$ cat src/rtl/scan_crypto_pkg.sv
// Shared types and defaults for the secure-scan crypto sequencer.
package scan_crypto_pkg;

    localparam int unsigned BLK_W_DEF = 128;
    localparam int unsigned TMO_W_DEF = 6;

    typedef enum logic [2:0] {
        ST_IDLE,
        ST_KEY_RST,
        ST_KEY_EXP,
        ST_READY,
        ST_SHIFT,
        ST_BLK_WAIT,
        ST_ERROR
    } state_t;

endpackage

$ cat src/rtl/scan_crypto_sequencer_wdog.sv
// Watchdog for the secure-scan sequencer; cleared whenever i_run is low.
module scan_crypto_wdog
    import scan_crypto_pkg::*;
#(
    parameter int unsigned TMO_W = TMO_W_DEF
) (
    input  logic i_clk,
    input  logic i_rst_n,
    input  logic i_run,
    output logic o_expire
);

    logic [TMO_W-1:0] r_cnt;

    always_ff @(posedge i_clk or negedge i_rst_n) begin
        if (!i_rst_n) begin
            r_cnt <= '0;
        end else if (!i_run) begin
            r_cnt <= '0;
        end else if (r_cnt != '1) begin
            r_cnt <= r_cnt + 1'b1;
        end
    end

    // Fires on the cycle the count steps to all-ones, so the owner leaves exactly 2**TMO_W-1 cycles after entry.
    assign o_expire = i_run && (r_cnt == {{(TMO_W-1){1'b1}}, 1'b0});

endmodule

$ cat src/rtl/scan_crypto_sequencer.sv
// Secure-scan crypto sequencer: key expansion handshake, block shift counting, error tracking.
// Define SCAN_CRYPTO_TIMEOUT_EN to add a watchdog on KEY_EXP and BLK_WAIT.
module scan_crypto_sequencer
    import scan_crypto_pkg::*;
#(
    parameter int unsigned BLK_W = BLK_W_DEF,
    parameter int unsigned TMO_W = TMO_W_DEF
) (
    input  logic                     tck,
    input  logic                     trst_n,
    input  logic                     sel,
    input  logic                     capture_en,
    input  logic                     shift_en,
    input  logic                     update_en,
    input  logic                     ka_done,
    input  logic                     blk_done,
    output logic                     ka_rst_n,
    output logic                     ka_start,
    output logic                     crypt_en,
    output logic                     blk_start,
    output logic [$clog2(BLK_W)-1:0] bit_cnt,
    output logic                     ready,
    output logic                     err
);

    localparam int unsigned        CNT_W    = $clog2(BLK_W);
    localparam logic [CNT_W-1:0]   LAST_BIT = CNT_W'(BLK_W - 1);

    state_t           r_state;
    logic [CNT_W-1:0] r_bit_cnt;
    logic             r_ka_rst_n;
    logic             r_ka_start;
    logic             r_crypt_en;
    logic             r_blk_start;
    logic             r_ready;
    logic             r_err;
    logic             w_wd_expire;

`ifdef SCAN_CRYPTO_TIMEOUT_EN
    logic w_wd_run;

    assign w_wd_run = (r_state == ST_KEY_EXP) || (r_state == ST_BLK_WAIT);

    scan_crypto_wdog #(
        .TMO_W (TMO_W)
    ) u_wdog (
        .i_clk    (tck),
        .i_rst_n  (trst_n),
        .i_run    (w_wd_run),
        .o_expire (w_wd_expire)
    );
`else
    // No watchdog: never expires (TMO_W is always at least 1).
    assign w_wd_expire = (TMO_W == 0);
`endif

    always_ff @(posedge tck or negedge trst_n) begin
        if (!trst_n) begin
            r_state     <= ST_IDLE;
            r_bit_cnt   <= '0;
            r_ka_rst_n  <= 1'b0;
            r_ka_start  <= 1'b0;
            r_crypt_en  <= 1'b0;
            r_blk_start <= 1'b0;
            r_ready     <= 1'b0;
            r_err       <= 1'b0;
        end else begin
            r_ka_start  <= 1'b0;
            r_blk_start <= 1'b0;
            r_ka_rst_n  <= 1'b1;
            if (!sel) begin
                r_state    <= ST_IDLE;
                r_bit_cnt  <= '0;
                r_ready    <= 1'b0;
                r_crypt_en <= 1'b0;
            end else begin
                case (r_state)
                    ST_IDLE: begin
                        r_state    <= ST_KEY_RST;
                        r_ka_rst_n <= 1'b0;
                        r_err      <= 1'b0;
                    end
                    ST_KEY_RST: begin
                        r_state    <= ST_KEY_EXP;
                        r_ka_start <= 1'b1;
                    end
                    ST_KEY_EXP: begin
                        if (ka_done) begin
                            r_state <= ST_READY;
                            r_ready <= 1'b1;
                        end else if (w_wd_expire) begin
                            r_state    <= ST_ERROR;
                            r_err      <= 1'b1;
                            r_crypt_en <= 1'b0;
                            r_ready    <= 1'b0;
                        end
                    end
                    // READY and SHIFT share the bit-counting path; the first shifted bit leaves READY.
                    ST_READY, ST_SHIFT: begin
                        if (shift_en) begin
                            r_crypt_en <= 1'b1;
                            if (r_bit_cnt == LAST_BIT) begin
                                r_bit_cnt   <= '0;
                                r_blk_start <= 1'b1;
                                r_state     <= ST_BLK_WAIT;
                            end else begin
                                r_bit_cnt <= r_bit_cnt + 1'b1;
                                r_state   <= ST_SHIFT;
                            end
                        end else if (r_state == ST_READY) begin
                            if (capture_en) begin
                                r_bit_cnt <= '0;
                            end
                        end else if (update_en) begin
                            if (r_bit_cnt != '0) begin
                                r_state    <= ST_ERROR;
                                r_err      <= 1'b1;
                                r_crypt_en <= 1'b0;
                                r_ready    <= 1'b0;
                            end else begin
                                r_state    <= ST_READY;
                                r_crypt_en <= 1'b0;
                            end
                        end
                    end
                    ST_BLK_WAIT: begin
                        if (blk_done) begin
                            r_state <= ST_SHIFT;
                            if (shift_en) begin
                                r_bit_cnt <= r_bit_cnt + 1'b1;
                            end
                        end else if (shift_en || w_wd_expire) begin
                            r_state    <= ST_ERROR;
                            r_err      <= 1'b1;
                            r_crypt_en <= 1'b0;
                            r_ready    <= 1'b0;
                        end
                    end
                    ST_ERROR: begin
                        r_crypt_en <= 1'b0;
                        r_ready    <= 1'b0;
                    end
                    default: begin
                        r_state <= ST_IDLE;
                    end
                endcase
            end
        end
    end

    assign ka_rst_n  = r_ka_rst_n;
    assign ka_start  = r_ka_start;
    assign crypt_en  = r_crypt_en;
    assign blk_start = r_blk_start;
    assign bit_cnt   = r_bit_cnt;
    assign ready     = r_ready;
    assign err       = r_err;

endmodule

$ cat config.mk
export PLATFORM = sky130hd
export DESIGN_NAME = scan_crypto_sequencer
export DESIGN_NICKNAME = d
export VERILOG_FILES = /design/src/rtl/scan_crypto_pkg.sv /design/src/rtl/scan_crypto_sequencer_wdog.sv /design/src/rtl/scan_crypto_sequencer.sv
export SDC_FILE = /design/constraint.sdc
export NUM_CORES = 1
export LEC_CHECK = 0
export ABC_AREA = 1
export ABC_CLOCK_PERIOD_IN_PS = 1550
export CAP_MARGIN = 20
export CORE_MARGIN = 3
export CORE_UTILIZATION = 53
export CTS_CLUSTER_DIAMETER = 80
export CTS_CLUSTER_SIZE = 12
export DETAILED_ROUTE_END_ITERATION = 12
export PLACE_DENSITY = 0.79
export SYNTH_ARGS = -nofsm -noshare
export SYNTH_HDL_FRONTEND = slang
export SYNTH_SLANG_ARGS = --single-unit
$ cat constraint.sdc
create_clock -name tck -period 1.55 [get_ports tck]
set_input_delay 0.155 -clock tck [delete_from_list [all_inputs] [get_ports tck]]
set_output_delay 0.155 -clock tck [all_outputs]
set_load 0.02 [all_outputs]
==> flow_metrics.env <==
export IMPL_n_fill_cell=184
export IMPL_numCtsBuffers=3
export IMPL_die_y_microns=55.0
export IMPL_viasPerCell=5.69
export IMPL_final_util_pct=71.4
export IMPL_core_area_sq_mm=0.00223
export IMPL_routabilityCongestion=0.977
export IMPL_antenna_found_initial=0
export IMPL_port_buffers=20
export IMPL_synth_distinct_cells=34
export IMPL_drt_total_wl_microns=3150
export IMPL_avgSynthCellArea_sq_um=6.98
export IMPL_ys_seq_area_share_pct=31.5
export IMPL_crit_path_top_delay_cell="clkdlybuf4s50_1"
export IMPL_placementRows=17
export IMPL_cp_depth=1
export IMPL_end_kind="output port"
export IMPL_min_path_type="input pin to asynchronous set/reset pin"
export IMPL_first_pass_iters=4
export IMPL_crit_fanout=5
export IMPL_setup_ws_ns=0.0474
export IMPL_hold_violations=0
export IMPL_vias=1359
export IMPL_slew_violations=0
export IMPL_grt_pass1_wl_microns=4930
export IMPL_r2r_cells=7
export IMPL_criticalPathCategory="register to output port"
export IMPL_crit_buf_inv=1
export IMPL_period_share_pct=96.9
export IMPL_num_antenna_cells=0
export IMPL_netlist_area_sq_mm=0.00127
export IMPL_cp_start_kind="register"
export IMPL_whs_ns=0.166
export IMPL_power_density_mw_per_mm2=1060
export IMPL_crit_chain="clkdlybuf4s50_1"
export IMPL_clockRootBuffer="clkbuf_4"
export IMPL_grt_usage_pct=22.6
export IMPL_leakage_nw=0.854
export IMPL_grt_pass1_vias=1087
export IMPL_clock_sinks=16
export IMPL_cpPeakStageDelay_ns=0.63
export IMPL_min_period_ns=1.50
export IMPL_layout_common_cells="53 x nand2_1, 20 x nor2_1, 19 x nand3_1"
export IMPL_drt_initial_drc_count=59
export IMPL_dp_hpwl_microns=2430
export IMPL_die_x_microns=55.0
export IMPL_critPathRequiredTime_ns=1.39
export IMPL_placed_area_sq_mm=0.00153
export IMPL_worstPathArrival_ns=1.35
export IMPL_grt_overflow_total=0
export IMPL_top_level_ports=21
export IMPL_dieArea_sq_mm=0.00302
export IMPL_synthToLayoutAreaGrowth_pct=25.5
export IMPL_layout_drive_gt1_share_pct=20.4
export IMPL_ys_seq_elements=16
export IMPL_relSlewSlack_pct=81.8
export IMPL_drc=0
export IMPL_layout_nets=222
export IMPL_clk_latency_ns=0.30
export IMPL_grt_max_degree=17
export IMPL_ys_warn_count=0
export IMPL_path_delay_family="buffers and inverters"
export IMPL_drt_wirelength_per_cell_microns=13.2
export IMPL_cts_tree="yes"
export IMPL_finClkSkew_ns=0.00372
export IMPL_pre_cts_slack_ns=-0.112
export IMPL_irDropWorstVdd_mv=0.721
export IMPL_start_util_pct=56.9
export IMPL_syn_nets=192
export IMPL_path_clk_slew_ns=0.10
export IMPL_fin_area_sq_mm=0.00159
export IMPL_synthCells=182
export IMPL_maxCapViolCount=0
export IMPL_setup_viol=0
export IMPL_antenna_left=0
export IMPL_cts_path_max_buffers=2
export IMPL_worst_slew_pin_slew_ns=0.272
export IMPL_htree_levels=1
export IMPL_layout_commonest_cell="nand2_1"
export IMPL_outcome="finished, final reports clean"
export IMPL_fmax_mhz=666
-- final timing paths --
kind,startpoint,to,slack [ns]
min in group tck,ready,ready,0.48
hold / removal,trst_n,bit_cnt[1],0.17
hold reg to reg,ready,ready,0.48
setup reg to reg,r_state[2],r_state[0],0.11
max in group asynchronous,trst_n,r_state[1],1.19
setup / recovery,bit_cnt[1],bit_cnt[1],0.05
-- through the flow --
step | total power [W] | std cells | setup TNS (ns)
after CTS | 0.00164 | 237 | 0
after global placement | 0.00134 | 233 | 0
after global routing | 0.00181 | 239 | -0.0260
after floorplan | 0.00113 | 182 | 0
after detailed placement | 0.00136 | 233 | -0.580
final | 0.00169 | 239 | 0
-- flip-flops by register name, summed over array words and instances, names as in the netlist --
register / cells
r_state: 3
crypt_en: 1
bit_cnt: 7
ready: 1
ka_start: 1
ka_rst_n: 1
err: 1
blk_start: 1
-- final cells by class --
class	count	area (sq um)	share of cell area [%]
well taps	28	35.0	2.20
repair buffers	30	280	17.6
multi-input cells	139	748	46.9
clock buffers	4	36.3	2.28
flip-flops and latches	16	404	25.4
inverters	22	90.1	5.65
-- cells in the mapped netlist, drive strengths merged --
cell type  count  area, sq um
nand4          5         46.3
nand3b         1         20.0
o21bai         1         7.51
inv           22         90.1
clkbuf         1         3.75
nor2          26          115
nor3           1         5.00
nand2         58          240
ha             2         25.0
dfrtp         16          400
o211ai         1         7.51
o21ai          8         47.6
xor2           2         17.5
nand3         23          143
a21oi          8         43.8
or2            1         6.26
a21boi         1         7.51
xnor2          1         8.76
buf            4         35.0
-- logic make-up (layout without fill, tap and decap cells) --
kind of cell             after synthesis  after routing  synth area share, %
AO/OA/AOI/OAI                         19             19                 8.97
XOR/XNOR                               3              3                 2.07
adder cells (fa/ha/maj)                2              2                 1.97
buffers and inverters                 27             56                 10.1
flip-flops                            16             16                 31.5
AND/OR/NAND/NOR                      115            115                 45.3
-- repair_timing --
item                                    CTS  global route
endpoints found under the setup margin    3            13
resized for setup                         3             7
hold buffers                              0             0
cloned                                    0             0
buffers inserted                          0             2
-- report_power, final --
part           leakage, nW  switching [W]  total [W]  internal [W]
sequential           0.208       0.000107   0.000606      0.000498
combinational        0.625       0.000480   0.000796      0.000316
clock               0.0210       0.000143   0.000286      0.000143
total                0.854       0.000730    0.00169      0.000958
-- per-layer routing --
metal / GRT usage, % / share of wire [%] / vias to the layer above
met1: 32.2 / 42 / 626
met3: 3.22 / 10 / 5
met2: 35.4 / 47 / 81
met4: 6.07 / 0.89 / 0
met5: 0 / 0 / -
li1: - / - / 647
Power figures use the tool's default switching activity.
